File: src/rtl/alu_req_arbiter.sv
// Round-robin arbiter sharing one integer ALU between NREQ requesters; tags each
// issued op with its requester and steers the result back. Define ALU_ARB_FIXED_PRIO_EN for fixed priority.
module alu_req_arbiter #(
  parameter int NREQ = 2,
  parameter int XLEN = 32,
  parameter int LAT  = 1
) (
  input  logic                 clk,
  input  logic                 rst,
  input  logic                 flush,
  input  logic [NREQ-1:0]      req_valid,
  output logic [NREQ-1:0]      req_ready,
  input  logic [3*NREQ-1:0]    req_aluop,
  input  logic [4*NREQ-1:0]    req_funct,
  input  logic [XLEN*NREQ-1:0] req_a,
  input  logic [XLEN*NREQ-1:0] req_b,
  output logic                 alu_issue,
  output logic [2:0]           alu_aluop,
  output logic [3:0]           alu_funct,
  output logic [XLEN-1:0]      alu_a,
  output logic [XLEN-1:0]      alu_b,
  input  logic [XLEN-1:0]      alu_result,
  output logic [NREQ-1:0]      rsp_valid,
  output logic [XLEN-1:0]      rsp_data
);

  localparam int IW = (NREQ > 1) ? $clog2(NREQ) : 1;

  // Handshake: a request transfers when req_valid[i] & req_ready[i] at a rising edge.
  // req_ready is a function of req_valid (one-hot winner); requesters must not
  // make req_valid depend on req_ready, and hold fields stable until accepted.
  logic [NREQ-1:0] grant;
  logic [IW-1:0]   win_idx;
  logic            found;
  logic            accept;
  logic [IW-1:0]   issue_idx;

`ifndef ALU_ARB_FIXED_PRIO_EN
  logic [IW-1:0]   rr_ptr;
  int              j;

  always_comb begin
    grant   = '0;
    win_idx = '0;
    found   = 1'b0;
    j       = 0;
    for (int k = 0; k < NREQ; k++) begin
      j = int'(rr_ptr) + k;
      if (j >= NREQ) j = j - NREQ;
      if (!found && req_valid[j]) begin
        found   = 1'b1;
        win_idx = IW'(j);
      end
    end
    if (found && !flush && !rst) grant[win_idx] = 1'b1;
  end

  if (NREQ == 1) begin : g_ptr_const
    assign rr_ptr = '0;
  end else begin : g_ptr
    always_ff @(posedge clk) begin
      if (rst) rr_ptr <= '0;
      else if (accept) rr_ptr <= (win_idx == IW'(NREQ - 1)) ? '0 : win_idx + 1'b1;
    end
  end
`else
  always_comb begin
    grant   = '0;
    win_idx = '0;
    found   = 1'b0;
    for (int k = 0; k < NREQ; k++) begin
      if (!found && req_valid[k]) begin
        found   = 1'b1;
        win_idx = IW'(k);
      end
    end
    if (found && !flush && !rst) grant[win_idx] = 1'b1;
  end
`endif

  assign req_ready = grant;
  assign accept    = |(req_valid & grant);

  // ALU-side register: fields are sampled only on accept and otherwise held.
  always_ff @(posedge clk) begin
    if (rst) begin
      alu_issue <= 1'b0;
      alu_aluop <= '0;
      alu_funct <= '0;
      alu_a     <= '0;
      alu_b     <= '0;
      issue_idx <= '0;
    end else begin
      alu_issue <= accept;
      if (accept) begin
        alu_aluop <= req_aluop[int'(win_idx)*3 +: 3];
        alu_funct <= req_funct[int'(win_idx)*4 +: 4];
        alu_a     <= req_a[int'(win_idx)*XLEN +: XLEN];
        alu_b     <= req_b[int'(win_idx)*XLEN +: XLEN];
        issue_idx <= win_idx;
      end
    end
  end

  // Tag pipeline mirrors the ALU latency so the final stage lines up with alu_result.
  logic [LAT-1:0]         tag_v;
  logic [LAT-1:0][IW-1:0] tag_idx;

  always_ff @(posedge clk) begin
    if (rst) begin
      tag_v   <= '0;
      tag_idx <= '0;
    end else begin
      if (flush) tag_v <= '0;
      else begin
        tag_v[0] <= alu_issue;
        for (int s = 1; s < LAT; s++) tag_v[s] <= tag_v[s-1];
      end
      tag_idx[0] <= issue_idx;
      for (int s = 1; s < LAT; s++) tag_idx[s] <= tag_idx[s-1];
    end
  end

  logic [NREQ-1:0] rsp_onehot;

  always_comb begin
    rsp_onehot = '0;
    rsp_onehot[tag_idx[LAT-1]] = 1'b1;
  end

  always_ff @(posedge clk) begin
    if (rst) begin
      rsp_valid <= '0;
      rsp_data  <= '0;
    end else if (flush) begin
      rsp_valid <= '0;
    end else begin
      rsp_valid <= tag_v[LAT-1] ? rsp_onehot : '0;
      if (tag_v[LAT-1]) rsp_data <= alu_result;
    end
  end

endmodule
File: config.mk
export PLATFORM = sky130hd
export DESIGN_NAME = alu_req_arbiter
export DESIGN_NICKNAME = d
export VERILOG_FILES = /design/src/rtl/alu_req_arbiter.sv
export SDC_FILE = /design/constraint.sdc
export NUM_CORES = 1
export LEC_CHECK = 0
export CAP_MARGIN = 20
export CORE_MARGIN = 1.5
export CORE_UTILIZATION = 38
export CTS_CLUSTER_DIAMETER = 30
export CTS_CLUSTER_SIZE = 28
export DETAILED_ROUTE_END_ITERATION = 8
export GPL_TIMING_DRIVEN = 0
export PLACE_DENSITY = 0.8
export SYNTH_ARGS = -nofsm -noshare
export SYNTH_HDL_FRONTEND = slang
export SYNTH_SLANG_ARGS = --single-unit
File: constraint.sdc
create_clock -name clk -period 1.21 [get_ports clk]
set_input_delay 0.121 -clock clk [delete_from_list [all_inputs] [get_ports clk]]
set_output_delay 0.121 -clock clk [all_outputs]
set_load 0.1 [all_outputs]
==> results.ini <==
[min_path]
worstHoldPathType=in -> reg
holdPathEnd=alu_b[18]$_SDFFE_PP0P_
hp-start=rst
hold_path_depth=3

[timing]
period_share_pct=117.9
tns_ns=-2.183
finClkSkew_ns=0.006658
fmax_mhz=700.8
tightest_slew_ns=0.5081
rsz0062_at_grt=yes
slew_viol_final=0
setup_ws_ns=-0.2169
min_period_ns=1.427
setup_violations=62
maxSlewHeadroom_pct=66.12
hold_viol=0

[setup_path]
crit_family=buffers and inverters
end_kind=output pin
ff2ff_path_depth=6
cp_cell_sequence=a21boi_2, buf_6, buf_8, and2_4, buf_12
r2r-start=rr_ptr$_SDFFE_PP0P_
reg2reg_to=alu_b[1]$_SDFFE_PP0P_
slowest_delay_ns=0.33
critPathKind=reg -> out
worstSetupStartpointType=flop
slowest_stage=dfxtp_2
r2r_setup_slack_ns=-0.08
crit_path_max_fanout=3
required_ns=1.09
critical_path_buf_inv_count=3
cp_data_arrival_time_ns=1.31

[cts]
cts_tree=yes
clk_pin_slew_worst_paths_ns=0.07
clock-root-buffer=clkbuf_16
cts_buffer_depth=2
cts_made_buffers=9
cts_sinks=110
h-tree-depth=3
clkLatencyLatePin_ns=0.34

[detailed_routing]
routedWlPerCell_um=18.42
viasPerCell=5.653
top_layer_used=met5
detail-route-antenna-nets=0
vias=6009
met2WireLength_mm=9.660
wirelength_met1_mm=7.440
drtIter0Drc=534
routed_wirelength_mm=19.58
met3_wirelength_mm=2.012
first_pass_iters=7
post-route-drc-count=0

[synth]
syn-instance-count=584
synthesis.nets=763
synth-main-ff-cell=dfxtp_1
ys_warn_count=0
ys_types=24
netlist_area_sq_mm=0.004835
synth_seq_area_share_pct=45.55
async_reset_ff_share_pct=0
synth_top_cell_by_area=dfxtp_1
synth_seq_cells=110
syn_avg_cell_area_sq_um=8.278
post-synth-top-area-fraction_pct=45.55
synth-edff-count=0
synth_area_leaders=dfxtp_1 46%, a31oi_1 9.2%, nand4_1 9.2%

[final_layout]
diodes=0
nNetsFinal=1066
multiInputGateArea_sq_mm=0.002133
seq_area_sq_mm=0.002332
fillCellCount=1094
areaGrowthSynthToFinish_pct=70.24
fin_cells=1063
layout-drive-gt1-share_pct=33.11

[placed_design]
port_buffers=285
dp_hpwl_mm=14.39
place_congestion=0.8723
place_inst=1041

[floorplan]
dieArea_sq_mm=0.01341
die_height_um=115.8
io_pins=287
core-area_sq_mm=0.01252
die_w_um=115.8
initial_core_util_pct=38.62
rows=41

[global_routing]
antenna_found_initial=1
grt.overflow.total=0
grt_max_degree=17
grt.total_usage_pct=28.14
grt_pass1_vias=5807
grt_pass1_wl_mm=29.67

[status]
outcome=finished, violations left
violations=negative setup slack

[power_and_ir_drop]
ir_worst_vdd_mv=0.6125
p_leak_nw=3.048
power.density_mw_per_mm2=1152

[flow_run]
drv_cap=0

[cells by family after synthesis]
kind of cell / Yosys count / share of synthesized area [%]
DFF: 110 / 45.55
and+or+nand+nor: 221 / 23.50
buffers and inverters: 75 / 10.48
AOI/OAI and AO/OA: 178 / 20.47
[where the power goes]
group	total, mW	switching, mW	internal, mW
logic	2.64	1.65	0.991
clock network	2.98	1.33	1.66
registers	3.86	0.0793	3.78
[worst max path at each step]
stage | from | endpoint | slack [ns] | cells after the start
CTS | rr_ptr$_SDFFE_PP0P_ | req_ready[0] | -0.24 | 5
detailed placement | flush | req_ready[0] | -1.66 | 6
global placement | flush | req_ready[0] | -1.68 | 6
global route | rr_ptr$_SDFFE_PP0P_ | req_ready[0] | -0.24 | 5
finish | rr_ptr$_SDFFE_PP0P_ | req_ready[0] | -0.22 | 5
floorplan | alu_issue$_SDFF_PP0_ | tag_v$_SDFF_PP0_ | 0.007 | 1
[cells in the final DEF (no fill, tap or decap), drive strengths merged]
master         Yosys  layout
or2                1       1
nand3             71      71
clkdlybuf4s50      0     174
dlygate4sd3        0       1
inv                1       1
dlygate4sd2        0       2
nand2b             3       3
dfxtp            110     110
clkinvlp           0       2
clkdlybuf4s15      0       1
a21boi             1       1
and2               2       2
buf               60     161
nand4             71      71
nor2b              2       2
nor2               4       4
o21ai             72      72
bufinv             0       1
nand2             65      65
clkbuf            14      39
a31oi             71      71
a21oi             33      33
a311oi             1       1
and3               2       2
[cell usage after synthesis, drive strengths merged (2+ instances only)]
library cell and number:
a21oi 33, a31oi 71, and2 2, and3 2
buf 60, clkbuf 14, dfxtp 110, nand2 65
nand2b 3, nand3 71, nand4 71, nor2 4
nor2b 2, o21ai 72
[area by class of cell]
type,count,share of cell area (%)
Clock inverter,3,0.5473
Buffer,74,7.115
Multi-Input combinational cell,399,25.92
Inverter,1,0.04561
Clock buffer,12,2.995
Sequential cell,110,28.34
Tap cell,172,2.615
Timing Repair Buffer,292,32.43
[worst reg2reg max path, stage by stage, from the launching register on]
cell,delay [ns]
dfxtp_2,0.33
a21boi_2,0.12
buf_6,0.12
buf_4,0.21
buf_8,0.16
nand3_1,0.10
a31oi_1,0.16
[what timing repair did]
action,in CTS,in global routing
resized for setup,667,28
buffers inserted,5,0
setup endpoints to repair,214,114
hold buffers,1,0
cloned,1,0
pin swaps,6,6
endpoints found under the hold margin,1,0
[state kept, by name, indices dropped and copies added (netlist names), 2 cells and up]
name       count
rsp_valid      2
rsp_data      32
alu_funct      4
alu_a         32
alu_aluop      3
alu_b         32
[stage by stage]
stage / instance area [sq um] / power, mW / util [%] / hold WS, ns / worst slack [ns]
6_report: 8230 / 9.481 / 65.75 / 0.2735 / -0.2169
5_1_grt: 8230 / 9.771 / 65.75 / 0.3165 / -0.2443
4_1_cts: 8165 / 9.469 / 65.23 / 0.2887 / -0.2381
3_5_place_dp: 8039 / 6.527 / 64.22 / 0.3558 / -1.662
3_3_place_gp: 8039 / 6.498 / 64.22 / 0.3521 / -1.680
2_1_floorplan: 4971 / 5.467 / - / 0.2495 / 0.007317
[layer usage]
layer	track usage, %	vias up
li1	-	2776
met1	32.92	2792
met2	49.80	401
met3	6.904	38
met4	10.49	2
met5	0	-
Note: power is estimated with default switching activity, not from simulation.
